<file path="config.mk">
export PLATFORM = sky130hd
export DESIGN_NAME = reg_file_32x32
export DESIGN_NICKNAME = d
export VERILOG_FILES = /design/src/rtl/mips_pkg.sv /design/src/rtl/reg_word.sv /design/src/rtl/reg_file_32x32.sv
export SDC_FILE = /design/constraint.sdc
export NUM_CORES = 2
export LEC_CHECK = 0
export CORE_MARGIN = 2
export CORE_UTILIZATION = 55
export DETAILED_ROUTE_END_ITERATION = 6
export PLACE_DENSITY = 0.8
export SLEW_MARGIN = 25
export SYNTH_ARGS = -nofsm -noshare
export SYNTH_HDL_FRONTEND = slang
export SYNTH_SLANG_ARGS = --single-unit
</file>
<file path="constraint.sdc">
create_clock -name clk -period 6.2 [get_ports clk]
set_clock_uncertainty 0.15 [all_clocks]
set_input_delay 0.93 -clock clk [delete_from_list [all_inputs] [get_ports clk]]
set_output_delay 0.93 -clock clk [all_outputs]
set_load 0.02 [all_outputs]
</file>
<file path="src/rtl/mips_pkg.sv">
// rtl/mips_pkg.sv - shared MIPS register file types, constants and word mux helper
//
// Purpose : common definitions for the register file slice.
//   REG_ADDR_W / REG_DATA_W : register number width and register width
//   REG_ZERO                : hardwired-zero register number ($0)
//   reg_addr_t / word_t     : register number and data word types
//   word_mux2               : 32-bit 2:1 word mux used as the read tree element
package mips_pkg;

  localparam int REG_ADDR_W = 5;
  localparam int REG_DATA_W = 32;

  typedef logic [REG_ADDR_W-1:0] reg_addr_t;
  typedef logic [REG_DATA_W-1:0] word_t;

  localparam reg_addr_t REG_ZERO = 5'd0;

  // sel=0 picks a, sel=1 picks b.
  function automatic word_t word_mux2(input logic sel, input word_t a, input word_t b);
    return sel ? b : a;
  endfunction

endpackage

</file>
<file path="src/rtl/reg_word.sv">
// rtl/reg_word.sv - enabled D flip-flop bank holding one register word
//
// Purpose : one general-purpose register, cleared by asynchronous reset.
// Ports   :
//   clk      in  rising-edge clock
//   reset_n  in  asynchronous active-low reset, clears q to 0
//   en       in  load enable, d is captured at posedge clk when high
//   d        in  DATA_W load data
//   q        out DATA_W stored word
module reg_word
  import mips_pkg::*;
#(
  parameter int DATA_W = REG_DATA_W
) (
  input  logic              clk,
  input  logic              reset_n,
  input  logic              en,
  input  logic [DATA_W-1:0] d,
  output logic [DATA_W-1:0] q
);

  logic [DATA_W-1:0] q_q;
  logic [DATA_W-1:0] q_d;

  always_comb begin
    q_d = q_q;
    if (en) begin
      q_d = d;
    end
  end

  always_ff @(posedge clk or negedge reset_n) begin
    if (!reset_n) begin
      q_q <= '0;
    end else begin
      q_q <= q_d;
    end
  end

  assign q = q_q;

endmodule

</file>
<file path="src/rtl/reg_file_32x32.sv">
// rtl/reg_file_32x32.sv - MIPS 32x32 register file, two read ports, one write port
//
// Purpose : general-purpose register file with hardwired $0 and write-through
//           bypass so a WB-stage write is visible to ID in the same cycle.
// Ports   :
//   clk      in  rising-edge clock
//   reset_n  in  asynchronous active-low reset, clears registers 1..31
//   we       in  write enable, sampled at posedge clk
//   waddr    in  ADDR_W write register number
//   wdata    in  DATA_W write data
//   raddr1   in  ADDR_W read port 1 register number (rs)
//   raddr2   in  ADDR_W read port 2 register number (rt)
//   rdata1   out DATA_W read port 1 data (combinational)
//   rdata2   out DATA_W read port 2 data (combinational)
module reg_file_32x32
  import mips_pkg::*;
#(
  parameter int DATA_W = REG_DATA_W,
  parameter int ADDR_W = REG_ADDR_W
) (
  input  logic              clk,
  input  logic              reset_n,
  input  logic              we,
  input  logic [ADDR_W-1:0] waddr,
  input  logic [DATA_W-1:0] wdata,
  input  logic [ADDR_W-1:0] raddr1,
  input  logic [ADDR_W-1:0] raddr2,
  output logic [DATA_W-1:0] rdata1,
  output logic [DATA_W-1:0] rdata2
);

  // Register words; entry 0 is a constant so $0 has no storage.
  word_t rf [32];

  // One-hot write enables for registers 1..31; $0 has no enable at all.
  logic [31:1] wen;

  always_comb begin
    wen = '0;
    for (int i = 1; i < 32; i++) begin
      wen[i] = we && (waddr == reg_addr_t'(i));
    end
  end

  assign rf[0] = '0;

  for (genvar r = 1; r < 32; r++) begin : g_reg
    reg_word #(.DATA_W(DATA_W)) u_reg_word (
      .clk     (clk),
      .reset_n (reset_n),
      .en      (wen[r]),
      .d       (wdata),
      .q       (rf[r])
    );
  end

  reg_addr_t ra [2];
  word_t     rd [2];

  assign ra[0] = raddr1;
  assign ra[1] = raddr2;

  for (genvar p = 0; p < 2; p++) begin : g_port
    word_t m16 [16];
    word_t m8  [8];
    word_t m4  [4];
    word_t m2  [2];
    word_t sel;
    logic  bypass;

    // Binary 2:1 tree, LSB of the address selects at the leaves.
    for (genvar i = 0; i < 16; i++) begin : g_l1
      assign m16[i] = word_mux2(ra[p][0], rf[2*i], rf[2*i+1]);
    end
    for (genvar i = 0; i < 8; i++) begin : g_l2
      assign m8[i] = word_mux2(ra[p][1], m16[2*i], m16[2*i+1]);
    end
    for (genvar i = 0; i < 4; i++) begin : g_l3
      assign m4[i] = word_mux2(ra[p][2], m8[2*i], m8[2*i+1]);
    end
    for (genvar i = 0; i < 2; i++) begin : g_l4
      assign m2[i] = word_mux2(ra[p][3], m4[2*i], m4[2*i+1]);
    end
    assign sel = word_mux2(ra[p][4], m2[0], m2[1]);

    // Same-cycle forwarding of the pending write; never for $0.
    assign bypass = we && (waddr == ra[p]) && (ra[p] != REG_ZERO);

    // Gating on reset_n keeps the bypass path from leaking wdata during reset.
    assign rd[p] = !reset_n          ? '0    :
                   bypass            ? wdata :
                   (ra[p] == REG_ZERO) ? '0  : sel;
  end

  assign rdata1 = rd[0];
  assign rdata2 = rd[1];

endmodule

</file>
Word level (Yosys, flattened, before mapping)
Cells that the tools add are included.
Widths: inputs -> output; s select.
{ "word_totals": {"reg_bits": 992, "out_inout_bits": 64, "elab_cells": 171} }
{ "op_classes": {"n_reduce_logical": 39, "n_mux": 68, "eq_ne": 33} }
{ "op_table": {"columns": ["cell", "count"], "rows": [
  ["$mux 32", 68],
  ["$eq 5x5->1 const B", 16],
  ["$eq 5x4->1 const B", 8],
  ["$logic_and 1x1->1", 35],
  ["$eq 5x3->1 const B", 4],
  ["$eq 5x2->1 const B", 2],
  ["$eq 5x5->1", 2],
  ["$logic_not 5->1", 2],
  ["$reduce_bool 5->1", 2],
  ["$eq 5x1->1 const B", 1]
]} }

Logic depth before layout (Yosys ltp)
{ "logic_depth": {"word_depth": 8, "mapped_depth": 9, "ltp_nobuf": 5} }

Cells and area by module
From an unflattened synthesis, not the netlist that was laid out.
{ "hier_totals": {"cells_unflattened": 3651, "hier_area_um2": 58780.1} }
{ "modules_own_cells": {"columns": ["module", "area_per_inst_um2", "instances", "cells_per_inst"], "rows": [
  ["reg_word", 1345.0, 31, 68],
  ["reg_file_32x32", 17083.9, 1, 1543]
]} }

Worst setup path before layout
OpenSTA, ideal clock, no wires.
{ "synth_path": {"path_kind": "input-to-output", "startpoint": "in waddr[1]", "endpoint": "out rdata1[23]", "slack_ns": 2.243, "required_time_ns": 5.120, "arrival_time_ns": 2.877, "path_stages": 6, "cell_sequence": "buf_2 or4_1 o211ai_2 o21ai_2 buf_2 o41ai_1"} }
{ "synth_via": {"elab_chain_len": 5} }
{ "synth_lines": {"columns": ["item", "line_no", "source"], "rows": [
  ["start, declared", "reg_file_32x32.sv:24", "input logic [ADDR_W-1:0] waddr,"],
  ["$eq 5x5->1", "reg_file_32x32.sv:87", "assign bypass = we && (waddr == ra[p]) && (ra[p] != REG_ZERO);"],
  ["$logic_and 1x1->1 (2 in series)", "reg_file_32x32.sv:87", null],
  ["$mux 32", "reg_file_32x32.sv:91", "bypass ? wdata :"],
  ["$mux 32", "reg_file_32x32.sv:90", "assign rd[p] = !reset_n ? '0 :"],
  ["end, declared", "reg_file_32x32.sv:28", "output logic [DATA_W-1:0] rdata1,"]
]} }
No other way between the ends.

Final worst setup path
{ "layout_path": {"startpoint": "in waddr[0]", "endpoint": "out rdata1[15]"} }
The elaborated chain is that of the path after synthesis.

==> metrics.txt <==
Mapped Nets 3,707; worst r2r path cells 1; Worst setup EP type output pin; grt ovf 0; post-synthesis sequential area ratio 46.28%; Cell Rows 114; Final Core Density 61.87%; initial antenna violation count 13; Hold Path Class primary input to asynchronous set/reset pin; vias in the first global route 37,720; H-tree Lvls 3; die footprint 100,000 um2; kind of critical path primary input to output pin; post-CTS setup buffer count 0; worst-skew pair later-pin latency 690 ps; # fillers 6,916; fmax 0.1772 GHz; Startpoint Class primary input; Post-synth top cells mux2_2 (1,054), dfrtp_1 (992), mux4_2 (435); CP max FO 18; Hold Fails Final Rpt 0; TritonCTS clock tree yes; cts bufs inserted 103; WP data arrival 4560 ps; count of state elements after synthesis 992; clock sink total 992; overall routed net length 172.0 mm; drt first pass iters 5; RePlAce Congestion 0.8706; largest net degree at the start of global routing 161; Ys Warns 0; Post-synth EDFFs 0; outcome complete, no violations; max-slew violations 0; Vert. Die Dim 316.3 um; cts hold-fix bufs 0; syn avg cell area 14.67 um2; Post-Syn Area 53,640 um2; ys flop type dfrtp_1; total global-route track usage 34.74%; Largest register FFs 992; Multi-input gate area 27,130 um2; number of distinct library cells after synthesis 60; Final Setup Violations 0; fin crit share 91.03%; setup TNS 0 ps; Starting Density 55.47%; pwr/cell area 324.7 nW/um2; worst hold slack 39.07 ps; Post-synth ARST share 100.0%; MaxCap Viol Count 0; FF-to-FF Start g_reg[17].u_reg_word.q[20]; Worst Setup EP rdata1[15]; most numerous cell in the Yosys netlist mux2_2; reg2reg setup slack 5210 ps; final net count 3,685; post-synthesis cell count 3,657; post-synth top area share 46.28%; routed vias 36,880; Port Buffer Count 113; leakage power 25.41 nW; DR DRC count 0; WP data required 5120 ps; Worst-path clk slew 60 ps; post-place setup slack 694.1 ps; Post-Layout Cell Count 5,002; largest area contributor in the netlist dfrtp_1; Core ar. 96,710 um2; share of cells above drive strength 1 51.22%; Initial DRC Count 4,658; post-layout min period 5644 ps; Critical R2R Capture g_reg[17].u_reg_word.q[20]; Slew Limit Headroom 28.69%; CP Launch Point waddr[0]; Post-CTS Resized 0; vias per cell 7.374; top cells by area, synth dfrtp_1 (46%), mux2_2 (22%), mux4_2 (18%); Placed Cells 4,804; clock tree buffer depth 3; fin worst setup slack 555.9 ps; FF+latch area 24,820 um2; RSZ-0062 raised after global routing no; area delta synth->final 11.55%; VDD IR max 0.0002596 V; WL/cell 34.38 um; worst-margin pin slew 1064 ps; die width 316.3 um; Detail Route Antenna Nets 0; global-route wire length before repair 253.3 mm; # IOs 114; clk root buf clkbuf_16; HPWL Detailed 104.0 mm
[layout by cell type, fill, tap and decap left out, types with 6 or more instances in the layout]
master	netlist	routed
clkbuf_8	0	16
mux4_2	435	435
nand2_1	62	53
clkbuf_16	0	104
o221ai_1	8	8
a22oi_1	21	21
bufinv_16	0	17
a32o_1	15	15
a221oi_1	38	38
dfrtp_1	992	992
a211oi_1	63	63
buf_2	132	17
and2_1	9	9
mux2_1	13	13
buf_12	1	23
o21ai_0	46	46
o31ai_1	7	6
a221o_1	30	30
nor2_4	0	11
nand2b_1	11	9
o22a_1	8	8
xnor2_1	10	10
nor3_1	55	52
nand3_1	34	32
buf_4	39	138
clkinv_2	0	30
mux2i_1	49	49
nand2_2	0	9
a22o_1	38	38
a21oi_1	35	35
clkbuf_1	187	16
o22ai_1	60	60
nor2b_1	50	46
mux2_2	1054	1054
clkdlybuf4s50_1	0	85
nor2_1	56	43
[cell type report]
class | count | share of cell area, %
diodes | 3 | 0.01255
clock buffers | 136 | 4.818
flip-flops and latches | 992 | 41.49
well taps | 1276 | 2.668
clock inverters | 57 | 1.257
inverters | 6 | 0.03764
multi-input cells | 2258 | 45.34
repair buffers | 274 | 4.385
[worst max-delay path, cell delays in order]
cell and delay (ps):
clkdlybuf4s50_1 620, buf_4 270, xnor2_1 150, nand4_1 220, o21ai_4 800, buf_4 460, nor3_1 120, a221o_1 390
clkdlybuf4s50_1 580
[logic make-up (layout without fill, tap and decap cells)]
group / Yosys count / count (layout) / synth area share, %
muxes: 1552 / 1552 / 41.63
DFF: 992 / 992 / 46.28
buffers and inverters: 407 / 473 / 3.580
AOI/OAI and AO/OA: 393 / 393 / 5.516
and+or+nand+nor: 303 / 303 / 2.839
xor gates and xnor gates: 10 / 10 / 0.1633
other: 0 / 3 / 0
[worst min-delay path by stage]
stage | from | endpoint | slack (ps) | cells after the start
floorplan | g_reg[11].u_reg_word.q[6] | g_reg[11].u_reg_word.q[6] | 320 | 1
global placement | g_reg[7].u_reg_word.q[11] | g_reg[7].u_reg_word.q[11] | 340 | 1
detailed placement | g_reg[7].u_reg_word.q[11] | g_reg[7].u_reg_word.q[11] | 350 | 1
CTS | reset_n | g_reg[22].u_reg_word.q[25] | 40 | 1
global route | reset_n | g_reg[22].u_reg_word.q[25] | 60 | 1
finish | reset_n | g_reg[22].u_reg_word.q[25] | 40 | 1
[metal layers]
metal	up-vias	global-route usage [%]	wire (um)
met2	2594	50.18	75900
met1	19410	47.01	62360
met3	660	10.24	22570
met5	-	0	107
li1	14210	-	-
met4	16	20.58	11020
[stage by stage]
step	total power, mW	area, um2
after floorplan	11.47	53640
after global placement	12.51	56150
after detailed placement	12.74	56170
after CTS	19.38	59800
after global routing	20.10	59830
final	19.43	59840
[power breakdown]
group / internal (mW) / leakage (nW) / total [mW] / switching [mW]
Sequential: 7.75 / 12.7 / 8.68 / 0.933
Combinational: 2.40 / 10.9 / 4.06 / 1.66
Clock: 3.98 / 1.81 / 6.69 / 2.71
Power figures use the tool's default switching activity.
